===== src/rtl/imem_arbiter.sv =====
`default_nettype none
// ---------------------------------------------------------------------------
// Module   : imem_arbiter
// Purpose  : Fetch/loader arbiter for the shared dual-read-port instruction BRAM.
// Revision : 1.0
// ---------------------------------------------------------------------------
module imem_arbiter #(
    parameter int ADDR_WIDTH  = 32,
    parameter int INSTR_WIDTH = 32,
    parameter int MAX_STARVE  = 4
) (
    input  logic                   clk,
    input  logic                   reset,
    input  logic                   f_req,
    input  logic [ADDR_WIDTH-1:0]  f_addr0,
    input  logic [ADDR_WIDTH-1:0]  f_addr1,
    input  logic                   f_flush,
    output logic                   f_gnt,
    output logic                   f_rvalid,
    output logic [INSTR_WIDTH-1:0] f_rdata0,
    output logic [INSTR_WIDTH-1:0] f_rdata1,
    input  logic                   l_req,
    input  logic                   l_we,
    input  logic [ADDR_WIDTH-1:0]  l_addr,
    input  logic [INSTR_WIDTH-1:0] l_wdata,
    output logic                   l_gnt,
    output logic                   l_rvalid,
    output logic [INSTR_WIDTH-1:0] l_rdata,
    output logic                   imem_ren,
    output logic                   imem_we,
    output logic [ADDR_WIDTH-1:0]  imem_addr0,
    output logic [ADDR_WIDTH-1:0]  imem_addr1,
    output logic [INSTR_WIDTH-1:0] imem_wdata,
    input  logic [INSTR_WIDTH-1:0] imem_rdata0,
    input  logic [INSTR_WIDTH-1:0] imem_rdata1
);

    localparam logic [3:0] c_max_starve = 4'(MAX_STARVE);

    typedef enum logic [1:0] {
        OWN_NONE  = 2'd0,
        OWN_FETCH = 2'd1,
        OWN_LOAD  = 2'd2
    } owner_t;

    owner_t                 owner_q, owner_d;
    logic [3:0]             starve_cnt_q, starve_cnt_d;
    logic [ADDR_WIDTH-1:0]  addr0_q, addr1_q;
    logic [INSTR_WIDTH-1:0] wdata_q;
    logic                   w_starved;
    logic                   w_l_rd;
    logic                   w_l_wr;

    // Fetch wins by default; a loader that has waited MAX_STARVE cycles takes the slot.
    assign w_starved = (starve_cnt_q == c_max_starve);
    assign l_gnt     = !reset && l_req && (!f_req || w_starved);
    assign f_gnt     = !reset && f_req && !l_gnt;
    assign w_l_rd    = l_gnt && !l_we;
    assign w_l_wr    = l_gnt && l_we;

    assign imem_ren   = f_gnt || w_l_rd;
    assign imem_we    = w_l_wr;
    assign imem_addr0 = f_gnt ? f_addr0 : (l_gnt ? l_addr : addr0_q);
    assign imem_addr1 = f_gnt ? f_addr1 : (w_l_rd ? l_addr : addr1_q);
    assign imem_wdata = w_l_wr ? l_wdata : wdata_q;

    always_comb begin
        owner_d = OWN_NONE;
        if (f_gnt)
            owner_d = OWN_FETCH;
        else if (w_l_rd)
            owner_d = OWN_LOAD;
    end

    always_comb begin
        starve_cnt_d = starve_cnt_q;
        if (l_gnt || !l_req)
            starve_cnt_d = 4'd0;
        else if (f_gnt && (starve_cnt_q != c_max_starve))
            starve_cnt_d = starve_cnt_q + 4'd1;
    end

    always_ff @(posedge clk) begin
        if (reset) begin
            owner_q      <= OWN_NONE;
            starve_cnt_q <= 4'd0;
            addr0_q      <= '0;
            addr1_q      <= '0;
            wdata_q      <= '0;
        end else begin
            owner_q      <= owner_d;
            starve_cnt_q <= starve_cnt_d;
            addr0_q      <= imem_addr0;
            addr1_q      <= imem_addr1;
            wdata_q      <= imem_wdata;
        end
    end

    // Response gating on reset drops a read that was in flight when reset hit.
    assign f_rvalid = !reset && (owner_q == OWN_FETCH) && !f_flush;
    assign f_rdata0 = imem_rdata0;
    assign f_rdata1 = imem_rdata1;
    assign l_rvalid = !reset && (owner_q == OWN_LOAD);
    assign l_rdata  = imem_rdata0;

endmodule
`default_nettype wire


===== config.mk =====
export PLATFORM = sky130hd
export DESIGN_NAME = imem_arbiter
export DESIGN_NICKNAME = d
export VERILOG_FILES = /design/src/rtl/imem_arbiter.sv
export SDC_FILE = /design/constraint.sdc
export NUM_CORES = 1
export LEC_CHECK = 0
export ABC_AREA = 1
export BUFFER_PORTS_ARGS = -buffer_cell sky130_fd_sc_hd__buf_2
export CORE_AREA = 2 2 152 154
export CTS_CLUSTER_SIZE = 30
export DETAILED_ROUTE_END_ITERATION = 7
export DIE_AREA = 0 0 154 156
export HOLD_SLACK_MARGIN = 0.1
export PLACE_DENSITY_LB_ADDON = 0.15
export SLEW_MARGIN = 40
export SYNTH_ARGS = -nofsm -noshare
export SYNTH_HDL_FRONTEND = slang
export SYNTH_SLANG_ARGS = --single-unit

===== constraint.sdc =====
create_clock -name clk -period 4.59 [get_ports clk]
set_input_delay 0.6885 -clock clk [delete_from_list [all_inputs] [get_ports clk]]
set_output_delay 0.6885 -clock clk [all_outputs]
set_load 0.01 [all_outputs]

==> key figures <==
Route
  – Routed via count: ~5,700
  – 1st-iter DRT viols: approximately 320
  – Wire length per cell: 15.5 um
  – Detailed-route DRC error count: 0
  – Final ANT Viol Nets: 0
  – 1st-pass router iterations: 5
  – Drt total wl: approximately 20 mm
  – Via density: ~4.4

GRT
  – Global router's overall resource usage: 0.162
  – Initial antenna violation count: 3
  – Largest net degree at the start of global routing: 68
  – Global-route wire length before repair: around 30 mm
  – GRT Residual Overflow: 0
  – Number of global-route vias before repair: approximately 5,400

Worst setup path
  – Reg2Reg Setup Slack: about 2.0 ns
  – CP max FO: 55
  – CP arrival: around 3 ns
  – Crit-path max cell delay: between 0.5 and 0.6 ns
  – Worst path slowest cell: buf_4
  – CP Launch Type: flip-flop
  – Critical path class: reg2out
  – FF-to-FF End: addr0_q[2]
  – FF-to-FF path depth: 9
  – Worst Path Required: roughly 3.9 ns
  – Critical R2R Launch: starve_cnt_q[0]
  – Crit. End Element: output pin
  – Most common cell on crit path: nand2_1
  – Critical-path cell list: inv_1 > ha_1 > nand3_1 > nand2_2 > nand2_4 > buf_4 > inv_2 > nand2_1 > nand2_1 > buf_2

STA
  – Worst Hold Slack: approximately 0.47 ns
  – RSZ-0062 raised after global routing: no
  – Slew @ Worst Pin: 0.796 ns
  – Fin crit share: 0.786
  – Tmin final: between 3 and 4 ns
  – Fmax: about 280 MHz
  – Final Setup Violations: 0
  – Fin. Hold Viols: 0
  – TNS Setup: 0 ns
  – Max_slew headroom: 0.469
  – Final setup skew: about 0.0093 ns
  – Slew Limit Fails: 0

Power
  – Combinational power share: 0.188
  – PD cells: about 320 mW/mm2
  – Sw power: roughly 0.64 mW
  – Pint: about 1.6 mW
  – Part of the power in registers: 0.425
  – P_leak: between 3 and 4 nW
  – Maximum vdd ir drop: 0.222 mV
  – Sw Ratio: 0.290
  – Clock share of power: 0.388

Clocking
  – Post-CTS Setup Inserts: 0
  – Clock Latency Late Sink: 0.35 ns
  – Hold Buf Count CTS: 0
  – Max clock buf depth: 2
  – Htree depth: 3
  – Clock-pin slew on the worst setup and hold paths: about 0.08 ns
  – CTS sink cnt: between 100 and 150
  – CTS tree: done
  – Post-CTS resize count: 0
  – CTS Buf Count: 9
  – Root Buffer: clkbuf_16

Worst hold path
  – Hold_sp: starve_cnt_q[0]
  – Hold EP: starve_cnt_q[0]
  – Hold path cells: 1
  – HP Class: reg2reg

Yosys
  – Yosys warns: 0
  – Syn_area_per_cell: ~6.5 um2
  – Mapped Cells: roughly 900
  – Cell Area, Synth: about 0.0059 mm2
  – Synthesized flop and latch total: between 100 and 150
  – Synth cell types: 24
  – Post-synth EDFFs: 0
  – Async SR Flop Fraction: 0
  – Synth Net Count: between 1,000 and 1,500
  – Most common flop cell mapped by yosys: dfxtp_1
  – Seq/Total Area, Yosys: 0.348

Floorplan
  – Die ar.: roughly 0.024 mm2
  – Starting density of the core: 0.262
  – Die Y-Extent: ~160 um
  – Die X: between 150 and 200 um
  – Core area: 0.0224 mm2
  – Num rows: 55
  – Total I/O pin count: 396

Final layout
  – # nets final: ~1,200
  – Final core occ: 0.305
  – Share of layout cells above drive strength 1: 0.273
  – P&R area growth vs syn: 16.2%

Placed design
  – Post-DP HPWL: approximately 15 mm
  – Final GP Congestion: between 0.8 and 0.9
  – IO Port Bufs: 235

Outcome
  – Status: complete, no violations

Run
  – Max_cap viols: 0
-- cells in the final DEF (no fill, tap or decap) --
| cell type | instances |
|---|---|
| xnor2_1 | 1 |
| nand2_1 | 232 |
| clkinv_2 | 1 |
| clkbuf_16 | 9 |
| nand4_1 | 32 |
| nor2_4 | 3 |
| or2_1 | 1 |
| or2_2 | 6 |
| buf_2 | 234 |
| nand3_1 | 99 |
| nor3_1 | 4 |
| o21ai_0 | 3 |
| ha_1 | 2 |
| clkinv_1 | 1 |
| a21oi_1 | 58 |
| inv_1 | 127 |
| o21ai_1 | 30 |
| inv_6 | 4 |
| bufinv_16 | 2 |
| inv_2 | 2 |
| diode_2 | 1 |
| dfxtp_1 | 102 |
| nor2_1 | 42 |
| nand3_4 | 1 |
| buf_4 | 10 |
| nand2_2 | 2 |
| nand2_4 | 1 |
-- cell families after synthesis --
| logic type | share of synthesized area |
|---|---|
| flip-flops | 0.348 |
| AO/OA/AOI/OAI | 0.0777 |
| AND/OR/NAND/NOR | 0.315 |
| adder cells (fa/ha/maj) | 0.00427 |
| buffers and inverters | 0.254 |
| XOR/XNOR | 0.00149 |
-- flip-flops by register name, indices dropped and copies added, names as in the netlist --
name,flops
addr1_q,32
wdata_q,32
starve_cnt_q,4
addr0_q,32
owner_q,2
-- per-stage QoR --
step | setup slack [ns] | instance area [um2] | std cells | power, mW
after global routing | 0.708 | 6810 | 1294 | 2.34
after global placement | 1.18 | 6480 | 1278 | 1.38
after floorplan | 2.28 | 5860 | 899 | 1.28
after CTS | 0.962 | 6810 | 1294 | 2.26
final | 0.980 | 6810 | 1295 | 2.21
after detailed placement | 1.27 | 6480 | 1278 | 1.38
-- worst max-delay path, delay by kind of cell (launching register included) --
family | cells | cell delay, ns
simple gates | 5 | 0.92
flops | 1 | 0.38
buf+inv | 4 | 1.03
fa+ha+maj | 1 | 0.20
-- synth_stat cells (3+ instances only) --
cell type / number / area, um2
a21oi_1: 58 / 290
or2_2: 6 / 37.5
nand3_1: 100 / 500
nor2_1: 42 / 158
buf_2: 21 / 105
nor3_1: 4 / 20.0
o21ai_0: 3 / 15.0
o21ai_1: 30 / 150
buf_4: 109 / 818
nand2_1: 232 / 871
inv_1: 127 / 477
dfxtp_1: 102 / 2040
clkbuf_1: 19 / 71.3
nand4_1: 32 / 200
-- worst max-delay path by stage --
stage                                from             end  slack (ns)  cells after the start
after global placement              f_req  imem_addr1[28]        1.18                      6
after global routing      starve_cnt_q[0]  imem_addr0[17]        0.71                     10
after detailed placement            f_req   imem_addr0[8]        1.27                      8
final                     starve_cnt_q[0]  imem_addr0[23]        0.98                     10
after CTS                 starve_cnt_q[0]   imem_addr0[8]        0.96                     10
after floorplan                     reset  imem_addr1[15]        2.28                      7
-- routing by layer --
metal / vias to the layer above / share of wire / track usage / routed length [um]
li1: 2917 / - / - / -
met1: 2548 / 0.42 / 0.195 / 8380
met2: 198 / 0.49 / 0.279 / 9740
met3: 52 / 0.067 / 0.0433 / 1330
met4: 4 / 0.028 / 0.0614 / 563
met5: - / 0.0012 / 0 / 24
-- power by group through the flow --
stage                     sequential (mW)  combinational, mW  clock, mW
final                               0.939              0.415      0.857
after floorplan                     0.958              0.322          0
after global placement              0.961              0.421          0
after CTS                           0.939              0.422      0.898
after global routing                0.944              0.468      0.927
after detailed placement            0.960              0.420          0
-- final cells by class --
class,instances,area (um2)
fill,2594,15600
multi-input combinational,517,2350
sequential,102,2040
timing repair buffer,244,1250
inverter,130,488
tap,285,357
clock buffer,9,225
clock inverter,7,100
antenna,1,2.50
(Power assumes the default switching activity.)
